`config.mk`:
```
export PLATFORM = sky130hd
export DESIGN_NAME = multi_mem_master
export DESIGN_NICKNAME = d
export VERILOG_FILES = /design/src/rtl/multi_mem_master.sv
export SDC_FILE = /design/constraint.sdc
export NUM_CORES = 1
export LEC_CHECK = 0
export BUFFER_PORTS_ARGS = -buffer_cell sky130_fd_sc_hd__buf_2
export CELL_PAD_IN_SITES_DETAIL_PLACEMENT = 1
export CELL_PAD_IN_SITES_GLOBAL_PLACEMENT = 2
export CORE_MARGIN = 2
export CORE_UTILIZATION = 31
export DETAILED_ROUTE_END_ITERATION = 10
export PLACE_DENSITY_LB_ADDON = 0.3
export REMOVE_ABC_BUFFERS = 1
export SYNTH_ARGS = -nofsm -noshare
export SYNTH_HDL_FRONTEND = slang
export SYNTH_SLANG_ARGS = --single-unit
```
`constraint.sdc`:
```
create_clock -name clka -period 2.42 [get_ports clka]
set_input_delay 0.121 -clock clka [delete_from_list [all_inputs] [get_ports clka]]
set_output_delay 0.121 -clock clka [all_outputs]
set_load 0.005 [all_outputs]
```
`src/rtl/multi_mem_master.sv`:
```
// multi_mem_master: initiator-side data-memory controller for the multi-cycle CPU.
// Turns a CPU request (byte address, store data, size) into timed cycles on a
// registered-read memory (addra/wea/rea/dina/douta) and returns load data with
// a one-cycle done pulse. All outputs are registered.
//
// Optional feature macro: MULTI_MEM_SUBWORD_EN
//   defined   : byte/half loads (lane shifted down, zero-extended) and byte/half
//               stores via read-modify-write (RMW_RD then RMW_WR).
//   undefined : only word accesses are legal; any other size returns err.
//
// Handshake: req is accepted on a posedge while busy=0 (state IDLE). done pulses
// for one cycle with busy already low, so a held req is accepted on the edge that
// ends the done cycle. A req seen while busy=1 is dropped, never queued.
module multi_mem_master #(
    parameter int RD_LAT = 2,
    parameter int AW     = 10
) (
    input  logic          clka,
    input  logic          rst_n,
    input  logic          req,
    input  logic          we,
    input  logic [31:0]   addr,
    input  logic [31:0]   wdata,
    input  logic [1:0]    size,
    output logic [31:0]   rdata,
    output logic          done,
    output logic          busy,
    output logic          err,
    output logic [AW-1:0] mem_addra,
    output logic          mem_wea,
    output logic          mem_rea,
    output logic [31:0]   mem_dina,
    input  logic [31:0]   mem_douta
);

    typedef enum logic [2:0] {IDLE, RD, WR, RMW_RD, RMW_WR} state_t;

    localparam logic [2:0] CNT_LAST = 3'(RD_LAT - 1);

    state_t        state_q, state_d;
    logic [2:0]    cnt_q, cnt_d;
    logic [31:0]   rdata_q, rdata_d;
    logic          done_q, done_d;
    logic          busy_q, busy_d;
    logic          err_q, err_d;
    logic [AW-1:0] addra_q, addra_d;
    logic          wea_q, wea_d;
    logic          rea_q, rea_d;
    logic [31:0]   dina_q, dina_d;
    logic          legal;

    // Upper address bits are deliberately dropped: the address space wraps.
    logic          unused_addr_hi;
    assign unused_addr_hi = ^addr[31:AW+2];

`ifdef MULTI_MEM_SUBWORD_EN
    logic [1:0]    addr_lo_q, addr_lo_d;
    logic [1:0]    size_q, size_d;
    logic [15:0]   wdata_q, wdata_d;
    logic [31:0]   lane_shift, load_word, rmw_word;

    // Lane extraction for subword loads and lane merge for subword stores.
    always_comb begin
        lane_shift = mem_douta >> {addr_lo_q, 3'b000};
        case (size_q)
            2'b00:   load_word = {24'h0, lane_shift[7:0]};
            2'b01:   load_word = {16'h0, lane_shift[15:0]};
            default: load_word = mem_douta;
        endcase
        rmw_word = mem_douta;
        if (size_q == 2'b00) rmw_word[{addr_lo_q, 3'b000} +: 8] = wdata_q[7:0];
        else                 rmw_word[{addr_lo_q[1], 4'b0000} +: 16] = wdata_q;
    end
`endif

    // Request legality: alignment per size; the reserved size is never legal.
    always_comb begin
`ifdef MULTI_MEM_SUBWORD_EN
        case (size)
            2'b00:   legal = 1'b1;
            2'b01:   legal = ~addr[0];
            2'b10:   legal = (addr[1:0] == 2'b00);
            default: legal = 1'b0;
        endcase
`else
        legal = (size == 2'b10) && (addr[1:0] == 2'b00);
`endif
    end

    // Next-state and registered-output decode.
    always_comb begin
        state_d = state_q;
        cnt_d   = cnt_q;
        rdata_d = rdata_q;
        done_d  = 1'b0;
        err_d   = err_q;
        addra_d = addra_q;
        wea_d   = 1'b0;
        rea_d   = 1'b0;
        dina_d  = dina_q;
`ifdef MULTI_MEM_SUBWORD_EN
        addr_lo_d = addr_lo_q;
        size_d    = size_q;
        wdata_d   = wdata_q;
`endif
        case (state_q)
            IDLE: begin
                if (req) begin
                    if (!legal) begin
                        done_d = 1'b1;
                        err_d  = 1'b1;
                    end else begin
                        err_d   = 1'b0;
                        addra_d = addr[AW+1:2];
                        cnt_d   = 3'd0;
`ifdef MULTI_MEM_SUBWORD_EN
                        addr_lo_d = addr[1:0];
                        size_d    = size;
                        wdata_d   = wdata[15:0];
`endif
                        if (!we) begin
                            state_d = RD;
                            rea_d   = 1'b1;
                        end else if (size == 2'b10) begin
                            state_d = WR;
                            wea_d   = 1'b1;
                            dina_d  = wdata;
                        end else begin
`ifdef MULTI_MEM_SUBWORD_EN
                            state_d = RMW_RD;
                            rea_d   = 1'b1;
`endif
                        end
                    end
                end
            end
            RD: begin
                rea_d = 1'b1;
                cnt_d = cnt_q + 3'd1;
                if (cnt_q == CNT_LAST) begin
                    rea_d   = 1'b0;
                    done_d  = 1'b1;
                    state_d = IDLE;
`ifdef MULTI_MEM_SUBWORD_EN
                    rdata_d = load_word;
`else
                    rdata_d = mem_douta;
`endif
                end
            end
            WR: begin
                done_d  = 1'b1;
                state_d = IDLE;
            end
`ifdef MULTI_MEM_SUBWORD_EN
            RMW_RD: begin
                rea_d = 1'b1;
                cnt_d = cnt_q + 3'd1;
                if (cnt_q == CNT_LAST) begin
                    rea_d   = 1'b0;
                    wea_d   = 1'b1;
                    dina_d  = rmw_word;
                    state_d = RMW_WR;
                end
            end
            RMW_WR: begin
                done_d  = 1'b1;
                state_d = IDLE;
            end
`endif
            default: state_d = IDLE;
        endcase
        busy_d = (state_d != IDLE);
    end

    // State and output registers; reset clears everything immediately.
    always_ff @(posedge clka or negedge rst_n) begin
        if (!rst_n) begin
            state_q <= IDLE;
            cnt_q   <= 3'd0;
            rdata_q <= 32'h0;
            done_q  <= 1'b0;
            busy_q  <= 1'b0;
            err_q   <= 1'b0;
            addra_q <= '0;
            wea_q   <= 1'b0;
            rea_q   <= 1'b0;
            dina_q  <= 32'h0;
`ifdef MULTI_MEM_SUBWORD_EN
            addr_lo_q <= 2'b00;
            size_q    <= 2'b00;
            wdata_q   <= 16'h0;
`endif
        end else begin
            state_q <= state_d;
            cnt_q   <= cnt_d;
            rdata_q <= rdata_d;
            done_q  <= done_d;
            busy_q  <= busy_d;
            err_q   <= err_d;
            addra_q <= addra_d;
            wea_q   <= wea_d;
            rea_q   <= rea_d;
            dina_q  <= dina_d;
`ifdef MULTI_MEM_SUBWORD_EN
            addr_lo_q <= addr_lo_d;
            size_q    <= size_d;
            wdata_q   <= wdata_d;
`endif
        end
    end

    assign rdata     = rdata_q;
    assign done      = done_q;
    assign busy      = busy_q;
    assign err       = err_q;
    assign mem_addra = addra_q;
    assign mem_wea   = wea_q;
    assign mem_rea   = rea_q;
    assign mem_dina  = dina_q;

endmodule
```
==> impl_metrics.yaml <==
clock_tree:
  clock_latency_ps: 350
  cts_htree_levels: 3
  cts_setup_buffers: 0
  clk_pin_slew_ps: 80
  clock_path_buffers: 2
  cts-root-buf: "clkbuf_8"
  cts_tree: "yes"
  cts.sinks: 85
  cts_made_buffers: 9
yosys:
  ys_types: 26
  synth_seq_area_share_pct: 62.36
  synth-seq-cells: 85
  synthArstFlopShare_pct: 100.0
  yosysMostFrequentCell: "dfrtp_1"
  syn_inst: 205
  synthTopCellsByCount: "dfrtp_1 (85), mux2_2 (46), mux2_4 (28)"
  synth_top_flop_cell: "dfrtp_1"
  synthTopCellsByArea: "dfrtp_1 (62%), mux2_2 (15%), mux2_4 (12%), nor4b_4 (1.4%), buf_6 (0.99%)"
  yosys_warnings: 0
  synth_top_area_share_pct: 62.36
  syn_area_sq_um: 3411
  syn_area_per_cell_sq_um: 16.64
  synth_edf_count: 0
  synth_top_cell_by_area: "dfrtp_1"
power:
  p_sw_mw: 0.7849
  ir_drop_v: 0.0002759
  power_frac_clock_pct: 36.6
  swShare_pct: 22.49
  p_int_mw: 2.705
  powerDensity_nw_per_um2: 648.1
  power_mw: 3.490
  p_comb_share_pct: 16.2
  static-leakage-power_nw: 2.839
  seq_power_share_pct: 47.1
placed_design:
  globalplace.congestion: 0.7290
  port_buffers: 160
  dp_hpwl_um: 5736
  dp_slack_ps: 603.3
sta:
  fin_crit_ps: 1805
  rsz0062_at_grt: "no"
  finalCritPeriodShare_pct: 74.59
  slew_violations: 0
  max_freq_mhz: 554.0
  setup-tns-final_ps: 0
  whs_ps: 92.15
  finalHoldViolations: 0
  fin_skew_ps: 8.074
  worst_pin_slew_ps: 649.2
  setup_viol: 0
  slew_headroom_pct: 56.72
  fin_ws_ps: 614.9
floorplan:
  die_h_um: 108.9
  num_rows: 38
  io_pins: 181
  dieArea_sq_um: 11860
  core_area_sq_um: 10790
  start_util_pct: 31.60
  fp.dieW_um: 108.9
finish:
  area_growth_pct: 57.89
  n_antenna_cell: 0
  nFillCells: 1103
  drive_above_1_share_pct: 57.93
  nets: 553
setup_path:
  crit_type: "reg2reg"
  start_kind: "flip-flop"
  r2r_start: "state_q[1]"
  reg2reg_to: "mem_dina[2]"
  worstPathRequired_ps: 2650
  path_cells: "nor4b_4 > nand3_4 > buf_4 > mux2_4"
  worst_path_dominant_cell_family: "simple AND/OR/NAND/NOR gates"
  cp-startpoint: "state_q[1]"
  worst_path_max_delay_cell: "dfrtp_1"
  worst_r2r_path_depth: 4
  endpoint: "mem_dina[2]"
  slowest_delay_ps: 450
  path_depth: 4
  path_buf_inv: 1
  rrSetupSlack_ps: 610
  end_kind: "flip-flop"
  path_max_fanout: 34
  arrival_ps: 2040
drt:
  totalWireLength_um: 9258
  via_per_inst: 4.389
  drt-wirelength-per-cell_um: 15.59
  drc: 0
  drtAntennaViolNets: 0
  drt_iter0_markers: 52
  drt-pass1-iter-count: 4
  num_vias: 2607
run_status:
  status: "complete, no violations"
global_route:
  gr-total-overflow: 0
  grt_pass1_wl_um: 14650
  grt_pass1_vias: 2917
  grt_max_degree: 50
  grt_usage_pct: 16.27
  antenna_found_initial: 0
min_path:
  min_path_type: "in2reg"
job:
  drv_cap: 0
routing by layer:
metal,GRT usage (%),up-vias,part of all wire [%]
met5,0,-,0
met4,7.692,0,1.8
met3,3.945,12,5.6
met2,29.46,97,53
met1,17.76,1297,39
li1,-,1201,-
per-stage QoR:
stage                     cell area [sq um]  cells  utilization [%]
after floorplan                        3352    197                -
after global placement                 4375    503            40.54
after detailed placement               4375    503            40.54
after CTS                              5385    594            49.90
after global routing                   5385    594            49.90
final                                  5385    594            49.90
tightest hold or removal path: stages:
cell,delay (ps)
buf_2,140
nand3b_1,90
a21oi_1,60
power groups by stage:
stage / logic (mW) / registers (mW) / clock network [mW]
floorplan: 0.180 / 1.68 / 0
global placement: 0.462 / 1.66 / 0
finish: 0.566 / 1.65 / 1.28
detailed placement: 0.473 / 1.67 / 0
global route: 0.618 / 1.66 / 1.40
CTS: 0.567 / 1.64 / 1.33
cell type report:
type	instances	area, sq um	share of cell area, %
timing repair buffer	241	1599	29.69
inverter	8	30.03	0.5576
clock buffer	13	168.9	3.137
tap	140	175.2	3.253
sequential	85	2127	39.50
multi-input combinational	104	1195	22.19
clock inverter	3	90.09	1.673
sequential cells by signal, summed over array words and instances (netlist names):
name       flops
mem_rea        1
busy           1
rdata         32
err            1
done           1
mem_dina      32
cnt_q          3
mem_wea        1
mem_addra     10
state_q        3
logic make-up after synthesis:
| logic type | after synthesis | synth area share (%) |
|---|---|---|
| and+or+nand+nor | 13 | 3.632 |
| AOI/OAI and AO/OA | 14 | 3.045 |
| buffers and inverters | 16 | 2.604 |
| DFF | 85 | 62.36 |
| adders and majority gates | 2 | 0.7336 |
| other | 1 | 0.1099 |
| muxes | 74 | 27.51 |
layout by cell type, fill, tap and decap left out:
cell and instances:
conb_1 1, o21ba_2 1, ha_1 2, o21ai_0 2
nor2_1 1, bufinv_16 3, nand3_4 1, o21a_1 1
a21oi_1 3, o211ai_1 2, mux2_4 28, nor4b_1 1
nor2b_1 1, dlygate4sd3_1 75, dfrtp_1 85, nand4_1 1
o31ai_1 1, buf_4 7, nand3b_1 1, clkbuf_8 12
buf_2 159, clkbuf_1 1, or2_2 1, nand2_1 3
nand4b_1 1, a211o_2 3, mux2_2 46, nor4b_4 2
o221ai_1 1, inv_1 8
what timing repair did:
action	4_1_cts	5_1_grt
gates resized for setup	0	0
hold buffers	75	0
hold endpoints to repair	121	0
worst min-delay path by stage:
| stage | startpoint | end | depth (start not counted) |
|---|---|---|---|
| 6_report | req | busy | 3 |
| 5_1_grt | req | busy | 3 |
| 4_1_cts | req | busy | 3 |
| 3_5_place_dp | rst_n | mem_dina[9] | 1 |
| 3_3_place_gp | rst_n | mem_dina[9] | 1 |
| 2_1_floorplan | rst_n | busy | 0 |
No activity file was read; power rests on OpenSTA's default activity.
